`config.mk`:
```
export PLATFORM = sky130hd
export DESIGN_NAME = riscv_fetch_buffer
export DESIGN_NICKNAME = d
export VERILOG_FILES = /design/src/rtl/riscv_fetch_buffer.sv
export SDC_FILE = /design/constraint.sdc
export NUM_CORES = 1
export LEC_CHECK = 0
export CORE_ASPECT_RATIO = 1.25
export CORE_MARGIN = 5
export CORE_UTILIZATION = 45
export CTS_CLUSTER_DIAMETER = 150
export DETAILED_ROUTE_END_ITERATION = 10
export PLACE_DENSITY_LB_ADDON = 0.08
export SLEW_MARGIN = 5
export SYNTH_ARGS = -nofsm -noshare
export SYNTH_HDL_FRONTEND = slang
export SYNTH_SLANG_ARGS = --single-unit
```
`constraint.sdc`:
```
create_clock -name clk -period 7.1 [get_ports clk]
set_input_delay 1.065 -clock clk [delete_from_list [all_inputs] [get_ports clk]]
set_output_delay 1.065 -clock clk [all_outputs]
set_load 0.02 [all_outputs]
```
`src/rtl/riscv_fetch_buffer.sv`:
```
// Instruction prefetch buffer in front of the multi-cycle RISC-V core.
//
// Streams sequential word fetches from instruction memory (one outstanding
// req/ack transaction at a time) into a circular FIFO of {addr, instr}
// entries. The head entry is presented to the core when its address matches
// core_pc_i. Any request for an address other than the current stream
// address flushes the FIFO and restarts fetching from core_pc_i. A response
// that was already in flight when the redirect happened is absorbed and
// dropped.
//
// Ports:
//   clk           clock
//   rst           synchronous active-high reset
//   core_pc_i     word address the core wants
//   core_req_i    core requests the instruction at core_pc_i this cycle
//   core_instr_o  instruction for core_pc_i, 0 when core_valid_o is low
//   core_valid_o  core_instr_o valid; the head entry is popped this cycle
//   imem_req_o    memory request, held until imem_ack_i
//   imem_addr_o   memory request word address, stable while imem_req_o is high
//   imem_ack_i    request accepted, imem_rdata_i valid this cycle
//   imem_rdata_i  fetched instruction word
module riscv_fetch_buffer #(
  parameter int unsigned DEPTH  = 4,
  parameter int unsigned ADDR_W = 30
) (
  input  logic              clk,
  input  logic              rst,
  input  logic [ADDR_W-1:0] core_pc_i,
  input  logic              core_req_i,
  output logic [31:0]       core_instr_o,
  output logic              core_valid_o,
  output logic              imem_req_o,
  output logic [ADDR_W-1:0] imem_addr_o,
  input  logic              imem_ack_i,
  input  logic [31:0]       imem_rdata_i
);

  localparam int unsigned PtrW = $clog2(DEPTH);
  localparam int unsigned CntW = $clog2(DEPTH + 1);
  localparam logic [CntW-1:0]   DepthCnt = CntW'(DEPTH);
  localparam logic [ADDR_W-1:0] AddrOne  = ADDR_W'(1);
  localparam logic [PtrW-1:0]   PtrOne   = PtrW'(1);

  typedef enum logic [1:0] {StIdle, StReq, StDrop} state_e;

  state_e            state_q;
  logic              imem_req_q;
  logic [ADDR_W-1:0] imem_addr_q;
  logic [ADDR_W-1:0] fetch_addr_q;
  logic [CntW-1:0]   count_q;
  logic [PtrW-1:0]   wr_ptr_q;
  logic [PtrW-1:0]   rd_ptr_q;
  logic [ADDR_W-1:0] addr_mem_q  [DEPTH];
  logic [31:0]       instr_mem_q [DEPTH];

  logic [ADDR_W-1:0] head_addr;
  logic [ADDR_W-1:0] stream_addr;
  logic              fifo_nonempty;
  logic              hit;
  logic              redirect;
  logic              push;
  logic              pop;
  logic [CntW-1:0]   count_next;

  assign head_addr     = addr_mem_q[rd_ptr_q];
  assign fifo_nonempty = (count_q != '0);

  // The address the core is expected to ask for next if the stream is intact.
  always_comb begin
    stream_addr = fetch_addr_q;
    if (fifo_nonempty) begin
      stream_addr = head_addr;
    end else if (state_q == StReq) begin
      stream_addr = imem_addr_q;
    end
  end

  // hit and redirect are mutually exclusive: a hit implies core_pc_i equals
  // the head address, which is the stream address whenever the FIFO is non-empty.
  assign hit        = core_req_i && fifo_nonempty && (head_addr == core_pc_i);
  assign redirect   = core_req_i && (core_pc_i != stream_addr);
  assign pop        = hit;
  assign push       = (state_q == StReq) && imem_ack_i && !redirect;
  assign count_next = count_q + CntW'(push) - CntW'(pop);

  assign core_valid_o = hit;
  assign core_instr_o = hit ? instr_mem_q[rd_ptr_q] : 32'h0;
  assign imem_req_o   = imem_req_q;
  assign imem_addr_o  = imem_addr_q;

  always_ff @(posedge clk) begin
    if (rst) begin
      state_q      <= StIdle;
      imem_req_q   <= 1'b0;
      imem_addr_q  <= '0;
      fetch_addr_q <= '0;
      count_q      <= '0;
      wr_ptr_q     <= '0;
      rd_ptr_q     <= '0;
    end else begin
      if (push) begin
        addr_mem_q[wr_ptr_q]  <= imem_addr_q;
        instr_mem_q[wr_ptr_q] <= imem_rdata_i;
        wr_ptr_q              <= wr_ptr_q + PtrOne;
      end
      if (pop) begin
        rd_ptr_q <= rd_ptr_q + PtrOne;
      end

      if (redirect) begin
        count_q      <= '0;
        wr_ptr_q     <= '0;
        rd_ptr_q     <= '0;
        fetch_addr_q <= core_pc_i;
      end else begin
        count_q <= count_next;
      end

      case (state_q)
        StIdle: begin
          if (!redirect && (count_q < DepthCnt)) begin
            imem_req_q   <= 1'b1;
            imem_addr_q  <= fetch_addr_q;
            fetch_addr_q <= fetch_addr_q + AddrOne;
            state_q      <= StReq;
          end
        end
        StReq: begin
          if (imem_ack_i) begin
            if (!redirect && (count_next < DepthCnt)) begin
              // Back-to-back: launch the next sequential fetch immediately.
              imem_addr_q  <= fetch_addr_q;
              fetch_addr_q <= fetch_addr_q + AddrOne;
            end else begin
              imem_req_q <= 1'b0;
              state_q    <= StIdle;
            end
          end else if (redirect) begin
            // The request cannot be withdrawn; wait for its stale response.
            state_q <= StDrop;
          end
        end
        StDrop: begin
          if (imem_ack_i) begin
            imem_req_q <= 1'b0;
            state_q    <= StIdle;
          end
        end
        default: begin
          imem_req_q <= 1'b0;
          state_q    <= StIdle;
        end
      endcase
    end
  end

endmodule

```
==> flow_summary.json <==
{
  "status": "completed",
  "wl_um": 35190,
  "layout_commonest_cell": "edfxtp_1",
  "cts_setup_buffers": 0,
  "fin_skew_ns": 0.01306,
  "setup_ws_ns": 0.6462,
  "power-per-cell-area_nw_per_um2": 240.7,
  "timing.fmax_mhz": 154.9,
  "cts_tree": "done",
  "holdBufCountCts": 0,
  "synth_warnings": 0,
  "cts.htree.levels": 2,
  "clock_path_buffers": 3,
  "die_y_um": 206.5,
  "layout-drive-gt1-share_pct": 14.01,
  "numClockSinks": 320,
  "routedWlPerCell_um": 22.93,
  "p_leak_nw": 5.363,
  "p_clk_share_pct": 42.3,
  "synthFlopType": "edfxtp_1",
  "hold_depth": 2,
  "irDropWorstVdd_uv": 222.5,
  "internal-power_mw": 3.149,
  "preCtsSetupSlack_ns": 0.3903,
  "synthesis.instances": 970,
  "min_path_type": "flop to flop",
  "synth_top_cell_by_area": "edfxtp_1",
  "max-slew-margin-rel_pct": 43.59,
  "synth_top_area_share_pct": 53.58,
  "p_sw_share_pct": 21.75,
  "synth_cell_types": 69,
  "final_cell_mix": "edfxtp_1 (248), clkdlybuf4s50_1 (128), dfxtp_1 (70), nor2_1 (64), mux4_2 (59)",
  "grt_max_degree": 74,
  "crit_fanout": 27,
  "critPathLaunchType": "flop",
  "min_from": "fetch_addr_q[18]",
  "critPathRequiredTime_ns": 7.51,
  "core_um2": 30720,
  "reg2reg_depth": 21,
  "path_class": "flop to flop",
  "power_mw": 4.024,
  "post_cts_resized": 0,
  "finalMaxSlewViolations": 0,
  "seq_area_frac_synth_pct": 63.95,
  "synth.top_cells.by_area": "edfxtp_1 (54%), dfxtp_1 (10%), mux4_2 (9.6%)",
  "hpwl_um": 23340,
  "gp_congestion": 0.9117,
  "finalCritPeriodShare_pct": 90.90,
  "setup_viol_count_final": 0,
  "syn_area_per_cell_um2": 14.33,
  "dr.pass1.iters": 5,
  "hold_viol": 0,
  "syn_nets": 1044,
  "p_sw_mw": 0.8751,
  "dieWidth_um": 167.2,
  "reg2reg_slack_ns": 0.65,
  "rsz0062_at_grt": "false",
  "min_to": "imem_addr_o[18]",
  "post-route-drc-count": 0,
  "endpoint_kind": "flop",
  "row_count": 72,
  "drv_cap": 0,
  "async_reset_ff_share_pct": 0,
  "finalNetCount": 1177,
  "combPwrFrac_pct": 6.1,
  "die-area_um2": 34520,
  "synth_seq_cells": 320,
  "io-pin-count": 130,
  "tightest_slew_ns": 0.8461,
  "worstReg2RegEnd": "fetch_addr_q[27]",
  "overflow": 0,
  "cts_made_buffers": 34,
  "critPathArrivalTime_ns": 6.86,
  "synth_edf_count": 248,
  "grt_pass1_vias": 8726,
  "clk_latency_ns": 0.51,
  "antenna_found_initial": 0,
  "grtUsageTotal_pct": 20.32,
  "fin_setup_tns_ns": 0,
  "period_minus_slack_ns": 6.454,
  "power_frac_seq_pct": 51.6,
  "drtIter0Drc": 612,
  "initial_core_util_pct": 45.25,
  "viasPerCell": 5.595,
  "cts_root_buf": "clkbuf_16",
  "clk_pin_slew_ns": 0.06,
  "synthToLayoutAreaGrowth_pct": 20.25,
  "vias": 8589,
  "ant_nets": 0,
  "grt_pass1_wl_um": 53610,
  "antenna_cells": 0,
  "port_buffers": 129,
  "synth_area_um2": 13900
}
-- power groups by stage --
stage | Combinational, mW | Clock, mW | Sequential, mW
3_3_place_gp | 0.247 | 0 | 2.11
3_5_place_dp | 0.247 | 0 | 2.12
6_report | 0.247 | 1.70 | 2.08
4_1_cts | 0.249 | 1.73 | 2.08
5_1_grt | 0.267 | 1.82 | 2.08
2_1_floorplan | 0.123 | 0 | 2.11
-- registers in the layout (all words and copies together) (netlist names), named ones only --
register      cells
instr_mem_q     128
addr_mem_q      120
fetch_addr_q     30
imem_addr_o      30
count_q           3
rd_ptr_q          2
state_q           2
wr_ptr_q          2
imem_req_o        1
-- through the flow --
step	util (%)	hold WS [ns]	instances	instance area, µm²
6_report	54.41	0.4996	1535	16710
5_1_grt	54.41	0.5393	1535	16710
4_1_cts	54.41	0.5019	1535	16710
3_5_place_dp	50.95	0.4989	1474	15650
3_3_place_gp	50.95	0.4904	1474	15650
2_1_floorplan	-	0.4683	970	13900
-- worst max path at each step --
| stage | from | endpoint | slack, ns | cells past startpoint |
|---|---|---|---|---|
| 3_3_place_gp | core_pc_i[12] | fetch_addr_q[27] | 0.45 | 22 |
| 2_1_floorplan | core_pc_i[27] | fetch_addr_q[27] | 0.97 | 24 |
| 6_report | flop | fetch_addr_q[27] | 0.65 | 21 |
| 3_5_place_dp | core_pc_i[12] | fetch_addr_q[27] | 0.39 | 22 |
| 4_1_cts | flop | fetch_addr_q[27] | 0.67 | 21 |
| 5_1_grt | flop | fetch_addr_q[27] | 0.30 | 21 |
-- metal layers --
layer / part of all wire, % / wire length, µm / track usage [%] / vias to the layer above
li1: - / - / - / 3965
met3: 5.1 / 1778 / 3.501 / 68
met4: 3.9 / 1355 / 7.915 / 0
met5: 0 / 0 / 0 / -
met1: 41 / 14570 / 26.17 / 4303
met2: 50 / 17490 / 34.63 / 253
-- worst max-delay path: stages, from the launching register on --
cell      delay, ns
dfxtp_4        0.70
mux4_2         0.64
a221oi_1       0.35
nand3_1        0.16
or4_1          0.57
nor4_2         0.27
o221ai_2       0.18
o21ai_4        0.17
nand2_1        0.07
ha_1           0.29
inv_1          0.04
ha_1           0.17
fa_1           0.38
xnor2_1        0.31
nand3_1        0.14
mux2_2         0.30
or2_2          0.45
nor3_2         0.26
or3b_2         0.48
xnor2_1        0.15
nor2_1         0.06
a211oi_1       0.24
-- layout make-up --
| type | count | area (µm²) |
|---|---|---|
| Inverter | 25 | 93.84 |
| Multi-Input combinational cell | 567 | 4671 |
| Clock buffer | 47 | 940.9 |
| Clock inverter | 14 | 122.6 |
| Tap cell | 407 | 509.2 |
| Timing Repair Buffer | 155 | 1481 |
| Sequential cell | 320 | 8896 |
| Fill cell | 2619 | 14000 |
-- cells by family after synthesis --
group	after synthesis	synth area share, %
buffers and inverters	83	2.664
multiplexers	88	11.68
AND/OR/NAND/NOR	252	9.326
adder cells (fa/ha/maj)	8	0.7741
flip-flops	320	63.95
XOR/XNOR	71	4.474
AO/OA/AOI/OAI	148	7.139
-- synthesized netlist by cell type (4+ instances only) --
library cell / instances
edfxtp_1: 248
dfxtp_1: 72
nor2_1: 65
mux4_2: 59
nand3_1: 47
a21oi_1: 40
xnor2_1: 40
nor2b_1: 34
clkbuf_1: 33
xor2_1: 31
nand2_1: 30
o21ai_0: 29
mux2i_1: 26
inv_1: 25
a211oi_1: 23
nor3_1: 15
nand2b_1: 14
buf_2: 13
and3_1: 10
nand4_1: 10
o21ai_1: 8
a211oi_2: 7
and2_1: 7
ha_1: 7
buf_4: 5
nor4_1: 5
o211ai_1: 5
a221oi_1: 4
Power figures use the tool's default switching activity.
